===== config.mk =====
export PLATFORM = sky130hd
export DESIGN_NAME = apb_xfer_arbiter_flat
export DESIGN_NICKNAME = d
export VERILOG_FILES = /design/src/rtl/apb_xfer_arbiter_if.sv /design/src/rtl/apb_xfer_arbiter.sv /design/src/flat_wrapper.sv
export SDC_FILE = /design/constraint.sdc
export NUM_CORES = 1
export LEC_CHECK = 0
export ABC_AREA = 1
export CAP_MARGIN = 25
export CORE_MARGIN = 2
export CORE_UTILIZATION = 56
export DETAILED_ROUTE_END_ITERATION = 6
export DONT_BUFFER_PORTS = 1
export GPL_TIMING_DRIVEN = 0
export HOLD_SLACK_MARGIN = 0.1
export PLACE_DENSITY_LB_ADDON = 0.25
export SYNTH_ARGS = -nofsm -noshare
export SYNTH_HDL_FRONTEND = slang
export SYNTH_SLANG_ARGS = --single-unit

===== constraint.sdc =====
create_clock -name PCLK -period 1.38 [get_ports PCLK]
set_clock_uncertainty 0.15 [all_clocks]
set_input_delay 0.138 -clock PCLK [delete_from_list [all_inputs] [get_ports PCLK]]
set_output_delay 0.138 -clock PCLK [all_outputs]
set_load 0.01 [all_outputs]

===== src/rtl/apb_xfer_arbiter_if.sv =====
// apb_xfer_arbiter_if: requester-side and bridge-side signals of the APB transfer arbiter
interface apb_xfer_arbiter_if #(
   parameter int N_REQ  = 2,
   parameter int ADDR_W = 8,
   parameter int DATA_W = 8
);
   localparam int GW = $clog2(N_REQ);
   logic [N_REQ-1:0]        req;
   logic [N_REQ-1:0]        req_write;
   logic [N_REQ*ADDR_W-1:0] req_addr;
   logic [N_REQ*DATA_W-1:0] req_wdata;
   logic [N_REQ-1:0]        ack;
   logic [DATA_W-1:0]       rsp_rdata;
   logic                    rsp_err;
   logic                    cmd_valid;
   logic                    cmd_ready;
   logic                    cmd_write;
   logic [ADDR_W-1:0]       cmd_addr;
   logic [DATA_W-1:0]       cmd_wdata;
   logic                    cmd_done;
   logic [DATA_W-1:0]       cmd_rdata;
   logic                    cmd_abort;
   logic                    busy;
   logic [GW-1:0]           grant_id;
   modport master (
      input  req, req_write, req_addr, req_wdata, cmd_ready, cmd_done, cmd_rdata,
      output ack, rsp_rdata, rsp_err, cmd_valid, cmd_write, cmd_addr, cmd_wdata,
             cmd_abort, busy, grant_id
   );
   modport slave (
      output req, req_write, req_addr, req_wdata, cmd_ready, cmd_done, cmd_rdata,
      input  ack, rsp_rdata, rsp_err, cmd_valid, cmd_write, cmd_addr, cmd_wdata,
             cmd_abort, busy, grant_id
   );
endinterface


===== src/rtl/apb_xfer_arbiter.sv =====
// apb_xfer_arbiter: round-robin sharing of one APB master bridge among N_REQ requesters
module apb_xfer_arbiter #(
   parameter int N_REQ   = 2,
   parameter int ADDR_W  = 8,
   parameter int DATA_W  = 8,
   parameter int TIMEOUT = 16
) (
   input logic                PCLK,
   input logic                PRESET,
   apb_xfer_arbiter_if.master bus
);
   localparam int GW = $clog2(N_REQ);
   localparam int CW = $clog2(TIMEOUT);
   localparam logic [1:0] IDLE  = 2'd0;
   localparam logic [1:0] ISSUE = 2'd1;
   localparam logic [1:0] WAIT  = 2'd2;
   localparam logic [1:0] RESP  = 2'd3;
   logic [1:0]    state;
   logic [GW-1:0] last_grant;
   logic [GW-1:0] sel;
   logic [GW-1:0] idx;
   logic [CW-1:0] cnt;
   // scan downward so the requester nearest after last_grant is the final winner
   always_comb begin
      sel = '0;
      idx = '0;
      for (int k = N_REQ; k >= 1; k--) begin
         idx = GW'((int'(last_grant) + k) % N_REQ);
         if (bus.req[idx]) sel = idx;
      end
   end
   // outputs that follow directly from the current state
   always_comb begin
      bus.cmd_valid = state == ISSUE;
      bus.busy      = state != IDLE;
      bus.ack       = (state == RESP) ? (N_REQ'(1) << bus.grant_id) : '0;
   end
   // transfer sequencing: latch winner, hand command to bridge, wait, report back
   always_ff @(posedge PCLK) begin
      if (PRESET) begin
         state         <= IDLE;
         last_grant    <= GW'(N_REQ - 1);
         cnt           <= '0;
         bus.grant_id  <= '0;
         bus.cmd_write <= 1'b0;
         bus.cmd_addr  <= '0;
         bus.cmd_wdata <= '0;
         bus.cmd_abort <= 1'b0;
         bus.rsp_rdata <= '0;
         bus.rsp_err   <= 1'b0;
      end else begin
         bus.cmd_abort <= 1'b0;
         case (state)
            IDLE: if (|bus.req) begin
               state         <= ISSUE;
               bus.grant_id  <= sel;
               bus.cmd_write <= bus.req_write[sel];
               bus.cmd_addr  <= bus.req_addr[sel*ADDR_W +: ADDR_W];
               bus.cmd_wdata <= bus.req_wdata[sel*DATA_W +: DATA_W];
            end
            ISSUE: if (bus.cmd_ready) begin
               state <= WAIT;
               cnt   <= '0;
            end
            WAIT: begin
               cnt <= cnt + 1'b1;
               if (bus.cmd_done) begin
                  state         <= RESP;
                  bus.rsp_rdata <= bus.cmd_write ? '0 : bus.cmd_rdata;
                  bus.rsp_err   <= 1'b0;
               end else if (cnt == CW'(TIMEOUT - 1)) begin
                  state         <= RESP;
                  bus.cmd_abort <= 1'b1;
                  bus.rsp_rdata <= '0;
                  bus.rsp_err   <= 1'b1;
               end
            end
            RESP: begin
               state      <= IDLE;
               last_grant <= bus.grant_id;
            end
         endcase
      end
   end
endmodule


===== src/flat_wrapper.sv =====
// flat-port wrapper written by rule: the top's interface ports become plain ports
module apb_xfer_arbiter_flat 
#(
   parameter int N_REQ   = 2,
   parameter int ADDR_W  = 8,
   parameter int DATA_W  = 8,
   parameter int TIMEOUT = 16
)
  (PCLK, PRESET, bus_req, bus_req_write, bus_req_addr, bus_req_wdata, bus_cmd_ready, bus_cmd_done, bus_cmd_rdata, bus_ack, bus_rsp_rdata, bus_rsp_err, bus_cmd_valid, bus_cmd_write, bus_cmd_addr, bus_cmd_wdata, bus_cmd_abort, bus_busy, bus_grant_id);
  apb_xfer_arbiter_if #(.N_REQ(N_REQ), .ADDR_W(ADDR_W), .DATA_W(DATA_W)) bus_i ();
  input logic PCLK;
  input logic PRESET;
  input wire logic [$bits(bus_i.req)-1:0] bus_req;
  input wire logic [$bits(bus_i.req_write)-1:0] bus_req_write;
  input wire logic [$bits(bus_i.req_addr)-1:0] bus_req_addr;
  input wire logic [$bits(bus_i.req_wdata)-1:0] bus_req_wdata;
  input wire logic [$bits(bus_i.cmd_ready)-1:0] bus_cmd_ready;
  input wire logic [$bits(bus_i.cmd_done)-1:0] bus_cmd_done;
  input wire logic [$bits(bus_i.cmd_rdata)-1:0] bus_cmd_rdata;
  output wire logic [$bits(bus_i.ack)-1:0] bus_ack;
  output wire logic [$bits(bus_i.rsp_rdata)-1:0] bus_rsp_rdata;
  output wire logic [$bits(bus_i.rsp_err)-1:0] bus_rsp_err;
  output wire logic [$bits(bus_i.cmd_valid)-1:0] bus_cmd_valid;
  output wire logic [$bits(bus_i.cmd_write)-1:0] bus_cmd_write;
  output wire logic [$bits(bus_i.cmd_addr)-1:0] bus_cmd_addr;
  output wire logic [$bits(bus_i.cmd_wdata)-1:0] bus_cmd_wdata;
  output wire logic [$bits(bus_i.cmd_abort)-1:0] bus_cmd_abort;
  output wire logic [$bits(bus_i.busy)-1:0] bus_busy;
  output wire logic [$bits(bus_i.grant_id)-1:0] bus_grant_id;
  assign bus_i.req = bus_req;
  assign bus_i.req_write = bus_req_write;
  assign bus_i.req_addr = bus_req_addr;
  assign bus_i.req_wdata = bus_req_wdata;
  assign bus_i.cmd_ready = bus_cmd_ready;
  assign bus_i.cmd_done = bus_cmd_done;
  assign bus_i.cmd_rdata = bus_cmd_rdata;
  assign bus_ack = bus_i.ack;
  assign bus_rsp_rdata = bus_i.rsp_rdata;
  assign bus_rsp_err = bus_i.rsp_err;
  assign bus_cmd_valid = bus_i.cmd_valid;
  assign bus_cmd_write = bus_i.cmd_write;
  assign bus_cmd_addr = bus_i.cmd_addr;
  assign bus_cmd_wdata = bus_i.cmd_wdata;
  assign bus_cmd_abort = bus_i.cmd_abort;
  assign bus_busy = bus_i.busy;
  assign bus_grant_id = bus_i.grant_id;
  apb_xfer_arbiter #(.N_REQ(N_REQ), .ADDR_W(ADDR_W), .DATA_W(DATA_W), .TIMEOUT(TIMEOUT)) u_core (.PCLK(PCLK), .PRESET(PRESET), .bus(bus_i));
endmodule

[After elaboration in Yosys (flattened, before gate mapping)]
Cells that the tools add are included.
Storage, ports and cells
  register bits after elaboration: 35
  bits in latches: 0
  RAM bits: 0
  ROM bits: 0
  bits of input ports: 48
  output and inout port bits: 32
  word-level logic and storage cells: 59
  memories kept: 0
Cells by class
  add/subtract/negate cells: 3
  multipliers: 0
  div/mod/pow operators: 0
  order comparisons: 3
  eq/ne operators: 7
  shift operators: 3
  mux-type cells: 22
  bitwise logic cells: 1
  reduce and logical (&&, ||, !) cells: 10
Operator list (count)
  $shiftx 16x5->8: 2
  $mux 8: 3
  $mux 1: 11
  $mux 2: 5
  $pmux 2 s4: 1
  $pmux 4 s2: 1
  $lt 1x2->1 const B: 3
  $reduce_and 2->1: 3
  $reduce_bool 2->1: 3
  $add 4x1->4 const B: 1
  $eq 2x2->1 const B: 2
  $eq 4x4->1 const B: 1
  $mux 4: 1
  $ne 3x2->1 const B: 1
  $reduce_and 3->1: 1
  $reduce_or 3->1: 1
  $add 1x1->1 const B: 2
  $eq 2x1->1 const B: 1
  $logic_not 2->1: 1
  $ne 2x1->1 const B: 1
  $ne 2x2->1 const B: 1
  $reduce_or 2->1: 1
  $shl 1x1->2 const A: 1
  $not 1->1: 1

[Depth between registers and ports, before layout]
  depth after elaboration: 7
  gate-level depth with buffers: 9
  gate-level depth less buffers: 9

[Worst setup path before layout]
No wires, ideal clock.
  kind: register to register
  from: register u_core.state[0]
  to: register u_core.bus.cmd_addr[0]
  setup time: 0.117 ns
  arrival time: 1.137 ns
  data required time: 1.113 ns
  setup slack: -0.024 ns
  stages on the path, launching flop included: 8
  buffers on the path: 1
  clock period less this slack: 1.404 ns
  path through: dfxtp_1 inv_1 ha_1 o21ai_2 inv_4 buf_6 o21ai_0 nor2_1
Between the ends
  word-level cells in the longest chain between the ends: 2
RTL lines
  start: declaration: RTL line apb_xfer_arbiter.sv:18  | logic [1:0] state;
  start signal: assignment: RTL line apb_xfer_arbiter.sv:41  | state <= IDLE;
  start signal: assignment: RTL line apb_xfer_arbiter.sv:55  | state <= ISSUE;
  start signal: assignment: RTL line apb_xfer_arbiter.sv:62  | state <= WAIT;
  $logic_not 2->1: RTL line apb_xfer_arbiter.sv:53  | case (state)
  $reduce_and 2->1 (no source line)
  end signal: assignment: RTL line apb_xfer_arbiter.sv:58  | bus.cmd_addr <= bus.req_addr[sel*ADDR_W +: ADDR_W];
  end: declaration: RTL line apb_xfer_arbiter_if.sv:27  | output ack, rsp_rdata, rsp_err, cmd_valid, cmd_write, cmd_addr, cmd_wdata,
No other way between the ends.
A chain may end at the register's enable or synchronous reset.

[Worst setup path after layout]
  from: register u_core.state[1]
  to: register u_core.bus.cmd_wdata[7]
Between the ends
  word-level cells in the longest chain between the ends: 2
RTL lines
  $logic_not 2->1: RTL line apb_xfer_arbiter.sv:53
  $reduce_and 2->1 (no source line)
  end signal: assignment: RTL line apb_xfer_arbiter.sv:59  | bus.cmd_wdata <= bus.req_wdata[sel*DATA_W +: DATA_W];
  end: declaration: RTL line apb_xfer_arbiter_if.sv:27
No other way between the ends.

==> results.py <==
metrics = {
    "outcome": {
        "status": "finished with violations",
        "violations": "setup timing",
    },
    "yosys": {
        "yosys_warnings": 0,
        "synth_ff_type": "dfxtp_1",
        "ys_seq_area_share_pct": 41.03,
        "synth.most_common_cell": "nand2_1",
        "synth_nets": 302,
        "ys_types": 20,
        "ys_top_cells_by_area": "dfxtp_1 (41%), nand2_1 (13%), nor2_1 (11%)",
        "synth_seq_cells": 35,
        "netlist.top_cell.by_area": "dfxtp_1",
        "synth-edff-count": 0,
        "syn_area_mm2": 0.001708,
        "avgSynthCellArea_um2": 6.887,
        "synthArstFlopShare_pct": 0,
        "syn_inst": 248,
        "synthDominantCellAreaShare_pct": 41.03,
        "synth.top_cells.by_count": "nand2_1 (58), nor2_1 (50), dfxtp_1 (35)",
    },
    "timing": {
        "worstMarginPinSlew_ns": 0.3122,
        "hold_viol_final": 0,
        "max_freq_mhz": 645.6,
        "period_share_pct": 112.2,
        "fin_crit_ns": 1.549,
        "setup_viol": 25,
        "rsz0062_at_grt": "true",
        "drv_slew": 0,
        "fin_ws_ns": -0.1690,
        "fin_setup_tns_ns": -1.888,
        "slew_headroom_pct": 79.16,
    },
    "cells_and_area": {
        "final_net_count": 370,
        "final_layout_size_suffix_gt1_share_pct": 33.44,
        "multi_input_area_mm2": 0.001106,
        "final_cell_area_mm2": 0.002755,
        "antenna_cells": 0,
        "syn_to_final_growth_pct": 61.32,
        "finalNonFillerCells": 350,
        "seqCellArea_um2": 710.7,
        "post-route-util_pct": 92.52,
        "nFillCells": 106,
    },
    "worst_setup_path": {
        "start_kind": "flip-flop",
        "critical_path_required_ns": 1.45,
        "crit_slowest_cell": "dfxtp_4",
        "critPathLaunch": "u_core.state[1]",
        "crit_path_end_kind": "flip-flop",
        "crit_type": "reg -> reg",
        "crit_chain": "inv_6 > ha_4 > o21ai_4 > inv_4 > buf_2 > o21ai_1 > nor2_1",
        "worstPathArrival_ns": 1.62,
        "worstReg2RegStart": "u_core.state[1]",
        "critPathMaxStageDelay_ns": 0.42,
        "cp_max_fo": 6,
    },
    "clocking": {
        "insertion_delay_ns": 0.33,
        "cts_made_buffers": 5,
        "clock_sinks": 35,
        "cts_tree": "built",
        "cts-htree-levels": 2,
        "clockBufferDepth": 2,
        "root_buffer": "clkbuf_4",
        "clkSlewWorstSetupHoldPaths_ns": 0.11,
    },
    "grt": {
        "antenna_found_initial": 0,
        "grt_usage_pct": 30.90,
        "grt_pass1_wl_um": 8010,
        "grt_pass1_vias": 1712,
        "grt_max_degree": 12,
        "grt-ovfl-total": 0,
    },
    "floorplan": {
        "die_area_mm2": 0.003508,
        "die_y_um": 59.23,
        "die_w_um": 59.23,
        "coreArea_mm2": 0.002978,
        "rows": 20,
        "io_pins": 80,
        "initial_core_util_pct": 57.35,
    },
    "route": {
        "drt_first_pass_iters": 5,
        "dr.max_layer_used": "met4",
        "num_vias": 2077,
        "wl_per_cell_um": 19.69,
        "dr_wl_met3_um": 637,
        "remaining_drc_errors": 0,
        "m1WireLength_um": 2378,
        "via_per_inst": 5.934,
        "wl_um": 6890,
        "ant_nets": 0,
        "drt-initial-drc-count": 194,
        "met2_length_um": 3485,
    },
    "pwr": {
        "max-vdd-ir-drop_mv": 1.349,
        "p_leak_nw": 1.225,
        "power_density_mw_per_mm2": 1902,
    },
    "placed_design": {
        "place.gp.congestion": 0.7286,
        "placedCellCount": 281,
        "post-place-ws_ns": -0.1627,
        "portBuffers": 0,
        "dp_hpwl_um": 2613,
        "place_area_mm2": 0.001752,
    },
    "hold_path": {
        "min_from": "bus_req[0]",
        "hp-class": "in -> reg",
    },
    "run": {
        "max-cap-violations": 0,
    },
}
layout make-up:
| cell class | count | share of cell area, % |
|---|---|---|
| Buffer | 9 | 2.997 |
| Clock buffer | 6 | 1.862 |
| Clock inverter | 2 | 1.272 |
| Inverter | 27 | 4.405 |
| Multi-Input combinational cell | 177 | 40.15 |
| Sequential cell | 35 | 25.79 |
| Tap cell | 33 | 1.499 |
| Timing Repair Buffer | 61 | 22.03 |
final timing paths:
| kind | endpoint | slack (ns) | cells past startpoint |
|---|---|---|---|
| worst min register to register | u_core.last_grant | 0.36 | 2 |
| worst max register to register | u_core.bus.cmd_wdata[7] | -0.17 | 7 |
| worst min-delay path | u_core.bus.grant_id | 0.17 | 4 |
| worst max-delay path | u_core.bus.cmd_wdata[7] | -0.17 | 7 |
flip-flops by register name, indices dropped and copies added, names as in the netlist:
register,count
u_core.bus.rsp_err,1
u_core.bus.cmd_addr,8
u_core.bus.cmd_wdata,8
u_core.cnt,4
u_core.bus.rsp_rdata,8
u_core.bus.cmd_write,1
u_core.bus.cmd_abort,1
u_core.bus.grant_id,1
u_core.state,2
u_core.last_grant,1
metal layers:
layer	vias to the layer above	GRT usage, %
met4	0	14.94
met5	-	0
met3	48	9.389
li1	913	-
met2	159	52.59
met1	957	34.82
metrics by stage:
| step | hold WS [ns] | power, mW |
|---|---|---|
| finish | 0.1735 | 5.241 |
| CTS | -0.2162 | 4.324 |
| floorplan | 0.05707 | 2.753 |
| detailed placement | 0.05920 | 3.030 |
| global route | 0.2039 | 5.456 |
| global placement | 0.05795 | 3.005 |
cell families (layout without fill, tap and decap cells):
kind of cell | after synthesis | count (layout) | share of synthesized area [%]
AOI/OAI and AO/OA | 50 | 50 | 15.09
DFF | 35 | 35 | 41.03
adders and majority gates | 6 | 6 | 4.395
and+or+nand+nor | 121 | 121 | 28.50
buffers and inverters | 36 | 105 | 10.99
report_power, final:
part | switching (mW) | internal, mW
Combinational | 1.57 | 1.16
Clock | 0.370 | 0.428
Sequential | 0.396 | 1.31
Total | 2.34 | 2.90
cells in the final DEF (no fill, tap or decap), types with 6 or more instances in the layout:
cell type,count
buf_6,13
nor2_1,46
nand2_1,37
dlygate4sd3_1,46
o21ai_2,6
dfxtp_1,31
nand2_2,17
a21oi_2,19
inv_1,17
o21ai_1,16
nand3_1,6
nand2_4,7
what timing repair did:
action / 4_1_cts / 5_1_grt
hold endpoints to repair: 35 / 5
setup buffers: 5 / 5
hold buffers: 47 / 1
setup endpoints to repair: 36 / 36
pin swaps: 5 / 15
gates resized for setup: 40 / 77
gates cloned: 2 / 1
worst max-delay path: cells and delay by family (launching register included):
kind,cells,cell delay (ns)
flip-flops,1,0.42
AND/OR/NAND/NOR,1,0.10
buffers and inverters,3,0.30
AO/OA/AOI/OAI,2,0.28
adder cells (fa/ha/maj),1,0.17
Note: power is estimated with default switching activity, not from simulation.
